==> src/rtl/stopwatch_ctrl_if.sv <==
// stopwatch_ctrl_if: button, timer and display bundle
// between the board-side logic and stopwatch_ctrl.
interface stopwatch_ctrl_if #(
  parameter int LAP_AW = 2
) ();
  logic              btn_start;
  logic              btn_lap;
  logic [7:0]        minute_in;
  logic [7:0]        second_in;
  logic [7:0]        ms10_in;
  logic [LAP_AW-1:0] lap_rd_idx;
  logic              run;
  logic              clear;
  logic [1:0]        state;
  logic [7:0]        disp_minute;
  logic [7:0]        disp_second;
  logic [7:0]        disp_ms10;
  logic [LAP_AW:0]   lap_count;
  logic              lap_full;
  logic [23:0]       lap_rd_time;

  modport master (
    output btn_start, btn_lap,
    output minute_in, second_in, ms10_in,
    output lap_rd_idx,
    input  run, clear, state,
    input  disp_minute, disp_second, disp_ms10,
    input  lap_count, lap_full, lap_rd_time
  );

  modport slave (
    input  btn_start, btn_lap,
    input  minute_in, second_in, ms10_in,
    input  lap_rd_idx,
    output run, clear, state,
    output disp_minute, disp_second, disp_ms10,
    output lap_count, lap_full, lap_rd_time
  );
endinterface

==> src/rtl/stopwatch_ctrl.sv <==
// stopwatch_ctrl: debounced START/LAP buttons driving the
// IDLE/RUN/STOP/LAP sequencer, lap memory and display select.
module stopwatch_ctrl #(
  parameter int DEBOUNCE_CYCLES = 20000,
  parameter int LAP_DEPTH       = 4,
  parameter int LAP_AW          = 2
) (
  input logic             mclk,
  input logic             reset,
  stopwatch_ctrl_if.slave sw
);

  localparam int CW =
    (DEBOUNCE_CYCLES > 1) ? $clog2(DEBOUNCE_CYCLES) : 1;
  localparam logic [CW-1:0] CNT_MAX =
    CW'(DEBOUNCE_CYCLES - 1);
  localparam logic [LAP_AW:0] DEPTH =
    (LAP_AW + 1)'(LAP_DEPTH);

  localparam logic [1:0] S_IDLE = 2'b00;
  localparam logic [1:0] S_RUN  = 2'b01;
  localparam logic [1:0] S_STOP = 2'b10;
  localparam logic [1:0] S_LAP  = 2'b11;

  // bit 0 = START, bit 1 = LAP
  logic [1:0]    raw;
  logic [1:0]    s1_q;
  logic [1:0]    s2_q;
  logic [1:0]    db_q;
  logic [1:0]    db_d;
  logic [1:0]    dbp_q;
  logic [CW-1:0] cnt_q [2];
  logic [CW-1:0] cnt_d [2];
  logic [1:0]    press;
  logic          start_p;
  logic          lap_p;

  logic [1:0]        state_q;
  logic [1:0]        state_d;
  logic              run_q;
  logic              run_d;
  logic              clear_q;
  logic              clr;
  logic              cap;
  logic              wr;
  logic              full;
  logic [23:0]       live;
  logic [23:0]       disp_q;
  logic [23:0]       disp_d;
  logic [LAP_AW:0]   lap_count_q;
  logic [LAP_AW:0]   lap_count_d;
  logic [23:0]       mem_q [LAP_DEPTH];
  logic [23:0]       rd_time;

  assign raw  = {sw.btn_lap, sw.btn_start};
  assign live = {sw.minute_in, sw.second_in, sw.ms10_in};

  // Debounce: accept a new level after CNT_MAX+1 stable samples
  always_comb begin
    for (int i = 0; i < 2; i++) begin
      db_d[i]  = db_q[i];
      cnt_d[i] = '0;
      if (s2_q[i] != db_q[i]) begin
        if (cnt_q[i] == CNT_MAX) begin
          db_d[i] = s2_q[i];
        end else begin
          cnt_d[i] = cnt_q[i] + 1'b1;
        end
      end
    end
  end

  // Two-flop synchronisers and debounce state
  always_ff @(posedge mclk) begin
    if (reset) begin
      s1_q  <= '0;
      s2_q  <= '0;
      db_q  <= '0;
      dbp_q <= '0;
      for (int i = 0; i < 2; i++) begin
        cnt_q[i] <= '0;
      end
    end else begin
      s1_q  <= raw;
      s2_q  <= s1_q;
      db_q  <= db_d;
      dbp_q <= db_q;
      for (int i = 0; i < 2; i++) begin
        cnt_q[i] <= cnt_d[i];
      end
    end
  end

  // Rising edges only; START wins over a same-cycle LAP
  assign press   = db_q & ~dbp_q;
  assign start_p = press[0];
  assign lap_p   = press[1] & ~press[0];
  assign full    = (lap_count_q == DEPTH);

  // Sequencer next state, capture and clear decisions
  always_comb begin
    state_d = state_q;
    cap     = 1'b0;
    clr     = 1'b0;
    unique case (1'b1)
      (state_q == S_IDLE): begin
        if (start_p) state_d = S_RUN;
      end
      (state_q == S_RUN): begin
        if (start_p) begin
          state_d = S_STOP;
        end else if (lap_p) begin
          cap     = 1'b1;
          state_d = S_LAP;
        end
      end
      (state_q == S_LAP): begin
        if (start_p) begin
          state_d = S_STOP;
        end else if (lap_p) begin
          cap = 1'b1;
        end
      end
      (state_q == S_STOP): begin
        if (start_p) begin
          state_d = S_RUN;
        end else if (lap_p) begin
          clr     = 1'b1;
          state_d = S_IDLE;
        end
      end
      default: ;
    endcase
  end

  // Run level, display select and lap counter next values
  always_comb begin
    run_d  = (state_d == S_RUN) || (state_d == S_LAP);
    wr     = cap && !full;
    disp_d = live;
    if ((state_d == S_LAP) && !cap) begin
      disp_d = disp_q;
    end
    lap_count_d = lap_count_q;
    if (clr) begin
      lap_count_d = '0;
    end else if (wr) begin
      lap_count_d = lap_count_q + 1'b1;
    end
  end

  // Sequencer and display registers
  always_ff @(posedge mclk) begin
    if (reset) begin
      state_q     <= S_IDLE;
      run_q       <= 1'b0;
      clear_q     <= 1'b0;
      disp_q      <= '0;
      lap_count_q <= '0;
    end else begin
      state_q     <= state_d;
      run_q       <= run_d;
      clear_q     <= clr;
      disp_q      <= disp_d;
      lap_count_q <= lap_count_d;
    end
  end

  // Lap memory: zeroed on reset and on clear
  always_ff @(posedge mclk) begin
    if (reset || clr) begin
      for (int i = 0; i < LAP_DEPTH; i++) begin
        mem_q[i] <= '0;
      end
    end else if (wr) begin
      mem_q[lap_count_q[LAP_AW-1:0]] <= live;
    end
  end

  // Lap read: entries past lap_count read as zero
  always_comb begin
    rd_time = '0;
    if ({1'b0, sw.lap_rd_idx} < lap_count_q) begin
      rd_time = mem_q[sw.lap_rd_idx];
    end
  end

  assign sw.run         = run_q;
  assign sw.clear       = clear_q;
  assign sw.state       = state_q;
  assign sw.disp_minute = disp_q[23:16];
  assign sw.disp_second = disp_q[15:8];
  assign sw.disp_ms10   = disp_q[7:0];
  assign sw.lap_count   = lap_count_q;
  assign sw.lap_full    = full;
  assign sw.lap_rd_time = rd_time;

endmodule

==> src/flat_wrapper.sv <==
// flat-port wrapper written by rule: the top's interface ports become plain ports
module stopwatch_ctrl_flat 
#(
  parameter int DEBOUNCE_CYCLES = 20000,
  parameter int LAP_DEPTH       = 4,
  parameter int LAP_AW          = 2
)
  (mclk, reset, sw_btn_start, sw_btn_lap, sw_minute_in, sw_second_in, sw_ms10_in, sw_lap_rd_idx, sw_run, sw_clear, sw_state, sw_disp_minute, sw_disp_second, sw_disp_ms10, sw_lap_count, sw_lap_full, sw_lap_rd_time);
  stopwatch_ctrl_if #(.LAP_AW(LAP_AW)) sw_i ();
  input logic mclk;
  input logic reset;
  input wire logic [$bits(sw_i.btn_start)-1:0] sw_btn_start;
  input wire logic [$bits(sw_i.btn_lap)-1:0] sw_btn_lap;
  input wire logic [$bits(sw_i.minute_in)-1:0] sw_minute_in;
  input wire logic [$bits(sw_i.second_in)-1:0] sw_second_in;
  input wire logic [$bits(sw_i.ms10_in)-1:0] sw_ms10_in;
  input wire logic [$bits(sw_i.lap_rd_idx)-1:0] sw_lap_rd_idx;
  output wire logic [$bits(sw_i.run)-1:0] sw_run;
  output wire logic [$bits(sw_i.clear)-1:0] sw_clear;
  output wire logic [$bits(sw_i.state)-1:0] sw_state;
  output wire logic [$bits(sw_i.disp_minute)-1:0] sw_disp_minute;
  output wire logic [$bits(sw_i.disp_second)-1:0] sw_disp_second;
  output wire logic [$bits(sw_i.disp_ms10)-1:0] sw_disp_ms10;
  output wire logic [$bits(sw_i.lap_count)-1:0] sw_lap_count;
  output wire logic [$bits(sw_i.lap_full)-1:0] sw_lap_full;
  output wire logic [$bits(sw_i.lap_rd_time)-1:0] sw_lap_rd_time;
  assign sw_i.btn_start = sw_btn_start;
  assign sw_i.btn_lap = sw_btn_lap;
  assign sw_i.minute_in = sw_minute_in;
  assign sw_i.second_in = sw_second_in;
  assign sw_i.ms10_in = sw_ms10_in;
  assign sw_i.lap_rd_idx = sw_lap_rd_idx;
  assign sw_run = sw_i.run;
  assign sw_clear = sw_i.clear;
  assign sw_state = sw_i.state;
  assign sw_disp_minute = sw_i.disp_minute;
  assign sw_disp_second = sw_i.disp_second;
  assign sw_disp_ms10 = sw_i.disp_ms10;
  assign sw_lap_count = sw_i.lap_count;
  assign sw_lap_full = sw_i.lap_full;
  assign sw_lap_rd_time = sw_i.lap_rd_time;
  stopwatch_ctrl #(.DEBOUNCE_CYCLES(DEBOUNCE_CYCLES), .LAP_DEPTH(LAP_DEPTH), .LAP_AW(LAP_AW)) u_core (.mclk(mclk), .reset(reset), .sw(sw_i));
endmodule
==> config.mk <==
export PLATFORM = sky130hd
export DESIGN_NAME = stopwatch_ctrl_flat
export DESIGN_NICKNAME = d
export VERILOG_FILES = /design/src/rtl/stopwatch_ctrl_if.sv /design/src/rtl/stopwatch_ctrl.sv /design/src/flat_wrapper.sv
export SDC_FILE = /design/constraint.sdc
export NUM_CORES = 1
export LEC_CHECK = 0
export BUFFER_PORTS_ARGS = -buffer_cell sky130_fd_sc_hd__buf_2
export CAP_MARGIN = 30
export CELL_PAD_IN_SITES_DETAIL_PLACEMENT = 1
export CELL_PAD_IN_SITES_GLOBAL_PLACEMENT = 1
export CORE_UTILIZATION = 42
export DETAILED_ROUTE_END_ITERATION = 6
export PLACE_DENSITY = 0.71
export SYNTH_ARGS = -nofsm -noshare
export SYNTH_HDL_FRONTEND = slang
export SYNTH_SLANG_ARGS = --single-unit
==> constraint.sdc <==
create_clock -name mclk -period 3.7 [get_ports mclk]
set_clock_uncertainty 0.2 [all_clocks]
set_input_delay 0.74 -clock mclk [delete_from_list [all_inputs] [get_ports mclk]]
set_output_delay 0.74 -clock mclk [all_outputs]
set_load 0.01 [all_outputs]
==> metrics.csv, run 1 <==
metric,value,unit
die_area,17500,um2
die_x,132,um
worstPathRequired,2.76,ns
grt_pass1_wl,26.4,mm
path_delay_family,buffers and inverters,
start_util,42.9,%
wl_met3,615,um
grt_max_degree,42,
wl_per_cell,18.4,um
drtIter0Drc,300,
synthCells,578,
drt-total-wl,16.5,mm
synthArstFlopShare,0,%
gp_congestion,0.739,
clock_latency,0.42,ns
grt-ovfl-total,0,
crit_slowest_cell,mux4_2,
min_from,u_core.s1_q[1],
max-cap-violations,0,
power_leakage,3.26,nW
fin_crit_sh,83.9,%
final_cell_mix,"and2_1, edfxtp_1, buf_2, dfxtp_1, nand2_1",
drt-vias-per-instance,5.09,
grt_use_total,20.1,%
avgSynthCellArea,12.3,um2
crit_path_max_incr_delay,0.55,ns
synthTopCellsByArea,"edfxtp_1, dfxtp_1, and2_1",
reg2regPathDepth,7,
final-hold-violation-count,0,
final-max-slew-violation-count,0,
met1_length,7.22,mm
drive_above_1_share,23.3,%
synth_nets,613,
drt-pass1-iter-count,4,
worstMarginPinSlew,0.915,ns
coreArea,16600,um2
cts_tree,built,
reg2reg_from,u_core.sw.lap_count[0],
startpoint,sw_lap_rd_idx[0],
outcome,completed,
synth.top_cell.area_share,40.5,%
period_needed,3.11,ns
clockBufferDepth,2,
slew_headroom,39.0,%
path_common_cell,buf_2,
htreeDepth,4,
rr_endpoint,u_core.mem_q[0][3],
path_max_fanout,16,
r2r_slack,0.89,ns
tns,0,ns
path_class,in2out,
max_freq,0.322,GHz
synth-edff-count,96,
grt_pass1_vias,4987,
met2_length,8.34,mm
startpoint_type,input port,
dp_hpwl,10.7,mm
synth.largest_area_cell,edfxtp_1,
worst_slack,0.594,ns
ys_seq_area_share,60.0,%
crit_cells,5,
synth_area,7110,um2
highest_layer,met4,
row_count,47,
final_util,50.3,%
endpoint_kind,output pin,
antenna_found_initial,1,
ys_warn_count,0,
root_buffer,clkbuf_16,
cts_sinks,165,
crit_end,sw_lap_rd_time[1],
crit_buf_inv,3,
ctsResizeCount,0,
hold_buffers,0,
synth-main-ff-cell,edfxtp_1,
port_buffers,85,
post-cts-setup-buffer-count,0,
dp_slack,0.543,ns
rsz0062_at_grt,false,
syn2layout_area_growth,17.3,%
layout.nets,696,
powerDensity,486,nW/um2
crit_chain,buf_2 > buf_12 > mux4_2 > nor2b_1 > buf_2,
ios,86,
min_path_type,reg2reg,
num_vias,4560,
drtAntennaViolNets,0,
synth_seq_cells,165,
die_h,132,um
mostFrequentLayoutCell,and2_1,
drt_drc_violations_left,0,
finalSetupViolCount,0,
path_clk_slew,0.06,ns
vdd_drop_max,313,uV
critPathArrivalTime,2.17,ns
cts_buffers,17,
yosysUniqueCellTypes,37,
Yosys cell counts, drive strengths merged (6+ instances only):
master and count:
dfxtp 69, edfxtp 96, nand2b 6, nand2 58, a21oi 26, mux4 24
nor2 39, and2 98, xnor2 13, nor2b 31, clkbuf 10, buf 21
nand4 11, xor2 18, nand3 11
cells by family after synthesis:
| group | count (synthesis) | synth area share (%) |
|---|---|---|
| adder cells (fa/ha/maj) | 5 | 0.880 |
| AO/OA/AOI/OAI | 32 | 2.45 |
| AND/OR/NAND/NOR | 282 | 21.9 |
| buffers and inverters | 36 | 3.01 |
| flip-flops | 165 | 60.0 |
| XOR/XNOR | 31 | 3.82 |
| multiplexers | 27 | 8.02 |
worst min-delay path by stage:
stage          slack (ns)  depth (start not counted)             end
6_report             0.25                          1  u_core.s2_q[1]
5_1_grt              0.26                          1  u_core.s2_q[1]
4_1_cts              0.25                          1  u_core.s2_q[1]
3_5_place_dp         0.24                          1  u_core.s2_q[0]
3_3_place_gp         0.22                          1  u_core.s2_q[1]
2_1_floorplan        0.21                          1  u_core.s2_q[0]
worst reg2reg max path, cell delays in order, from the launching register on:
cell and delay, ns:
dfxtp_1 0.38, inv_1 0.16, ha_1 0.28, a21boi_2 0.18, and4b_1 0.31, and3_4 0.42
nand2b_1 0.16, buf_4 0.37
power by group:
group | total [W] | switching [W] | internal [W]
clock network | 0.00184 | 0.000713 | 0.00113
logic | 0.000204 | 0.000118 | 0.0000864
registers | 0.00201 | 0.0000193 | 0.00199
state kept, by name (all words and copies together) (netlist names):
register,cells
u_core.cnt_q,30
u_core.db_q,2
u_core.dbp_q,2
u_core.disp_q,24
u_core.mem_q,96
u_core.s1_q,2
u_core.s2_q,2
u_core.sw.clear,1
u_core.sw.lap_count,3
u_core.sw.run,1
u_core.sw.state,2
layout make-up:
| type | count | area (um2) |
|---|---|---|
| diodes | 1 | 2.50 |
| clock buffers | 19 | 433 |
| clock inverters | 13 | 183 |
| fillers | 1748 | 8240 |
| inverters | 5 | 18.8 |
| multi-input cells | 377 | 2650 |
| flip-flops and latches | 165 | 4260 |
| well taps | 220 | 275 |
| repair buffers | 95 | 513 |
per-layer routing:
| layer | track usage (%) | up-vias |
|---|---|---|
| li1 | - | 2176 |
| met1 | 24.5 | 2283 |
| met2 | 34.5 | 80 |
| met3 | 4.08 | 21 |
| met4 | 8.91 | 0 |
| met5 | 0 | - |
through the flow:
stage,area [um2],instances,hold slack (ns),total power (W)
2_1_floorplan,7110,578,0.214,0.00216
3_3_place_gp,7720,862,0.222,0.00225
3_5_place_dp,7720,862,0.237,0.00226
4_1_cts,8340,894,0.252,0.00410
5_1_grt,8340,895,0.261,0.00418
6_report,8340,895,0.245,0.00405
Note: power is estimated with default switching activity, not from simulation.
==> inputs of run 2 (changes only) <==
- ABC_AREA: not set -> 1
- CORE_UTILIZATION: 42 -> 40
- PLACE_DENSITY: 0.71 -> 0.72
- clock period: 3.7 -> 2.75 ns (I/O delays scaled with it)
==> metrics.csv, run 2 <==
metric,value,unit
outcome,completed,
fin_crit_sh,95.2,%
yosysUniqueCellTypes,31,
cts_sinks,165,
critPathArrivalTime,1.87,ns
drive_above_1_share,18.7,%
synth.largest_area_cell,edfxtp_1,
synthCells,826,
final_cell_mix,"nor2_1, edfxtp_1, buf_2, o21ai_0, dfxtp_1",
max_freq,0.382,GHz
clockBufferDepth,2,
coreArea,18000,um2
drtAntennaViolNets,0,
ys_warn_count,0,
gp_congestion,0.784,
die_h,137,um
synthTopCellsByArea,"edfxtp_1, dfxtp_1, nor2_1",
switchingPower,0.00123,W
startpoint_type,flop,
vdd_drop_max,477,uV
synth-edff-count,96,
synth_common_cells,"nor2_1, edfxtp_1, o21ai_0",
path_class,reg2out,
largest_reg_flops,96,
row_count,49,
hold_buffers,0,
top_register,u_core.mem_q,
max-cap-violations,0,
switching_share,22.9,%
synth.top_cell.area_share,39.4,%
powerDensity,623,nW/um2
num-fill-cells,2120,
whs,0.126,ns
p_int,0.00414,W
mostFrequentLayoutCell,nor2_1,
slew_headroom,65.7,%
start_util,40.8,%
root_buffer,clkbuf_16,
min_path_type,in2reg,
drt-pass1-iter-count,4,
path_clk_slew,0.06,ns
reg_top3,"u_core.mem_q (96), u_core.cnt_q (30), u_core.disp_q (24)",
finalSetupViolCount,0,
grt_max_degree,36,
ys_seq_area_share,58.2,%
num_vias,5891,
power_leakage,3.40,nW
synth_most_common_cell,nor2_1,
tns,0,ns
drt-total-wl,19.7,mm
cts_buffers,17,
synthArstFlopShare,0,%
synth-main-ff-cell,edfxtp_1,
final-hold-violation-count,0,
worstMarginPinSlew,0.514,ns
endpoint_kind,output pin,
ios,86,
dp_hpwl,13.0,mm
cts_tree,built,
rsz0062_at_grt,false,
grt_use_total,22.2,%
die_area,18800,um2
final-max-slew-violation-count,0,
p_clk_share,42.8,%
grt_pass1_vias,5974,
period_needed,2.62,ns
avgSynthCellArea,8.86,um2
port_buffers,85,
p_seq_share,50.8,%
path_max_fanout,24,
syn2layout_area_growth,18.0,%
synth_nets,861,
htreeDepth,4,
layout.nets,947,
grt_pass1_wl,31.4,mm
drt_drc_violations_left,0,
post-cts-setup-buffer-count,0,
synth_seq_cells,165,
worstPathRequired,2.00,ns
ctsResizeCount,1,
synth_area,7320,um2
antenna_found_initial,0,
die_x,137,um
clock_latency,0.42,ns
drtIter0Drc,399,
drt-vias-per-instance,5.10,
power_frac_comb,6.5,%
diodes,0,
grt-ovfl-total,0,
wl_per_cell,17.0,um
==> run 2: cell types whose count changed after synthesis, moves of 10 or more <==
cell,before,now
xor2_1,18,8
nor2_2,0,18
nor2_1,39,260
mux4_2,24,0
o21ai_0,2,82
nor2b_1,31,0
and2_1,98,0
a21oi_1,26,45
xnor2_1,13,1
inv_1,5,66
nor3_1,4,28
nand3_1,11,23
==> run 2: kinds of logic (layout without fill, tap and decap cells) <==
family / count (synthesis) / count (layout) / share of synthesized area (%)
fa+ha+maj: 5 / 5 / 0.854
compound gates: 133 / 133 / 9.28
flops: 165 / 165 / 58.2
xor+xnor: 9 / 9 / 1.08
buf+inv: 108 / 207 / 6.32
simple gates: 406 / 406 / 24.2
==> run 2: worst paths after layout <==
check                           depth (start not counted)            endpoint  slack (ns)              startpoint
worst max-delay path                                    7   sw_lap_rd_time[1]        0.13  u_core.sw.lap_count[1]
worst min-delay path                                    3      u_core.s1_q[0]        0.13            sw_btn_start
worst max register to register                          7  u_core.mem_q[0][2]        0.37  u_core.sw.lap_count[0]
worst min register to register                          2      u_core.s2_q[0]        0.21          u_core.s1_q[0]
==> run 2: layout make-up <==
type / instances / area [um2] / share of cell area (%)
Multi-Input combinational cell: 553 / 2610 / 30.2
Sequential cell: 165 / 4260 / 49.4
Tap cell: 229 / 287 / 3.32
Clock inverter: 13 / 130 / 1.51
Inverter: 71 / 274 / 3.17
Clock buffer: 19 / 433 / 5.01
Timing Repair Buffer: 104 / 643 / 7.45
==> run 2: power by group through the flow <==
stage          Combinational, W  Sequential [W]  Clock, W
2_1_floorplan          0.000175         0.00278         0
3_3_place_gp           0.000344         0.00278         0
3_5_place_dp           0.000347         0.00278         0
4_1_cts                0.000352         0.00273   0.00234
5_1_grt                0.000388         0.00274   0.00242
6_report               0.000348         0.00273   0.00230
==> run 2: through the flow <==
stage / util, % / setup WS, ns / cell area, um2 / power, W / cells
final: 48.1 / 0.132 / 8640 / 0.00538 / 1154
after global routing: 48.1 / 0.0140 / 8640 / 0.00555 / 1154
after CTS: 48.0 / 0.0445 / 8630 / 0.00542 / 1154
after detailed placement: 44.9 / 0.249 / 8070 / 0.00313 / 1122
after global placement: 44.9 / 0.393 / 8070 / 0.00312 / 1122
after floorplan: - / 0.282 / 7320 / 0.00296 / 826
==> run 2: critical path, stage by stage, from the launching register on <==
cell and delay (ns):
dfxtp_1 0.35, inv_2 0.10, ha_1 0.29, o21ai_1 0.07, a21oi_2 0.20, buf_12 0.20, a21oi_1 0.07, buf_2 0.16
==> run 2: layer usage <==
layer  share of wire [%]  wire length (um)  track usage (%)  up-vias
met5                   0                 0                0        -
met4                 1.1               212             7.08        0
met3                 3.2               637             2.87       16
met2                  50              9880             38.6       94
met1                  45              8920             28.5     2888
li1                    -                 -                -     2893
==> inputs of run 3 (changes only) <==
==> constraint.sdc (replaced) <==
create_clock -name mclk -period 2.75 [get_ports mclk]
set_clock_uncertainty 0.2 [all_clocks]
set_input_delay 0.4125 -clock mclk [delete_from_list [all_inputs] [get_ports mclk]]
set_output_delay 0.4125 -clock mclk [all_outputs]
set_load 0.01 [all_outputs]
==> metrics.csv, run 3 (synthesis gave the netlist of run 2 again) <==
metric,value,unit
outcome,completed,
root_buffer,clkbuf_16,
power_leakage,3.37,nW
drt-vias-per-instance,5.11,
die_area,18800,um2
endpoint_kind,output pin,
r2r_slack,0.42,ns
switching_share,23.0,%
drt_drc_violations_left,0,
fin_crit_sh,95.0,%
max-cap-violations,0,
grt-ovfl-total,0,
tns,0,ns
vdd_drop_max,390,uV
row_count,49,
power_frac_comb,6.3,%
htreeDepth,4,
path_class,reg2out,
crit_path_max_incr_delay,0.41,ns
final-hold-violation-count,0,
final-max-slew-violation-count,0,
clock_latency,0.42,ns
mostFrequentLayoutCell,nor2_1,
layout.nets,944,
min_path_type,in2reg,
antenna_found_initial,0,
num-fill-cells,2144,
syn2layout_area_growth,17.2,%
path_max_fanout,24,
reg_top3,"u_core.mem_q (96), u_core.cnt_q (30), u_core.disp_q (24)",
die_h,137,um
diodes,0,
drtAntennaViolNets,0,
ios,86,
startpoint_type,flop,
worstPathRequired,2.14,ns
cts_buffers,17,
p_int,0.00414,W
coreArea,18000,um2
grt_pass1_vias,5977,
drt-total-wl,19.6,mm
start_util,40.8,%
fin_cells,1151,
rsz0062_at_grt,false,
crit_chain,inv_2 > ha_1 > o21ai_0 > a21oi_2 > buf_6 > a21oi_1 > buf_2,
clockBufferDepth,2,
worstMarginPinSlew,0.829,ns
gp_congestion,0.796,
wl_per_cell,17.0,um
period_needed,2.61,ns
whs,0.0746,ns
grt_pass1_wl,31.4,mm
die_x,137,um
grt_use_total,22.1,%
finalSetupViolCount,0,
largest_reg_flops,96,
path_clk_slew,0.06,ns
p_seq_share,50.8,%
max_freq,0.383,GHz
cts_sinks,165,
cts_tree,built,
drive_above_1_share,18.1,%
critPathArrivalTime,2.00,ns
p_clk_share,42.9,%
num_vias,5880,
top_register,u_core.mem_q,
grt_max_degree,38,
drtIter0Drc,361,
crit_slowest_cell,dfxtp_2,
slew_headroom,44.7,%
final_cell_mix,"nor2_1, edfxtp_1, buf_2, o21ai_0, dfxtp_1",
dp_hpwl,13.3,mm
drt-pass1-iter-count,4,
port_buffers,85,
dp_cells,1117,
switchingPower,0.00124,W
powerDensity,626,nW/um2
[run 3: cell type report]
cell class / count / area, um2 / share of cell area, %
flip-flops and latches: 165 / 4270 / 49.7
multi-input cells: 553 / 2600 / 30.3
repair buffers: 101 / 592 / 6.90
clock buffers: 19 / 433 / 5.04
well taps: 229 / 287 / 3.34
inverters: 71 / 274 / 3.19
clock inverters: 13 / 133 / 1.55
[run 3: through the flow]
step | total power, W | util, % | cell area, um2 | worst slack, ns
final | 0.00537 | 47.8 | 8580 | 0.137
after CTS | 0.00542 | 47.8 | 8580 | 0.104
after global routing | 0.00557 | 47.8 | 8580 | 0.0300
after global placement | 0.00311 | 44.5 | 7990 | 0.240
after detailed placement | 0.00312 | 44.5 | 7990 | 0.241
after floorplan | 0.00296 | - | 7320 | 0.282
[run 3: final timing paths]
path         cells after the start                  end              startpoint
max                              7   sw_lap_rd_time[20]  u_core.sw.lap_count[1]
min                              3    u_core.disp_q[19]         sw_minute_in[3]
max reg2reg                      7  u_core.mem_q[1][21]  u_core.sw.lap_count[1]
min reg2reg                      2       u_core.s2_q[0]          u_core.s1_q[0]
[run 3: power groups by stage]
stage          combinational (W)  clock, W  sequential [W]
6_report                0.000337   0.00231         0.00273
4_1_cts                 0.000341   0.00235         0.00273
2_1_floorplan           0.000175         0         0.00278
3_5_place_dp            0.000335         0         0.00278
3_3_place_gp            0.000330         0         0.00278
5_1_grt                 0.000373   0.00245         0.00274
[run 3: worst max-delay path: cells and delay by family, from the launching register on]
| family | cells | cell delay, ns |
|---|---|---|
| buffers and inverters | 3 | 0.53 |
| AO/OA/AOI/OAI | 3 | 0.32 |
| flip-flops | 1 | 0.41 |
| adder cells (fa/ha/maj) | 1 | 0.31 |
[run 3: metal layers]
metal  track usage, %  part of all wire (%)
met3             2.98                   2.5
met2             37.4                    49
met1             29.4                    48
met4             6.96                   1.2
met5                0                     0
[run 3: repair_timing]
item,4_1_cts,5_1_grt
buffers inserted,0,0
endpoints found under the hold margin,2,0
gates resized for setup,3,0
endpoints found under the setup margin,24,0
hold buffers,2,0
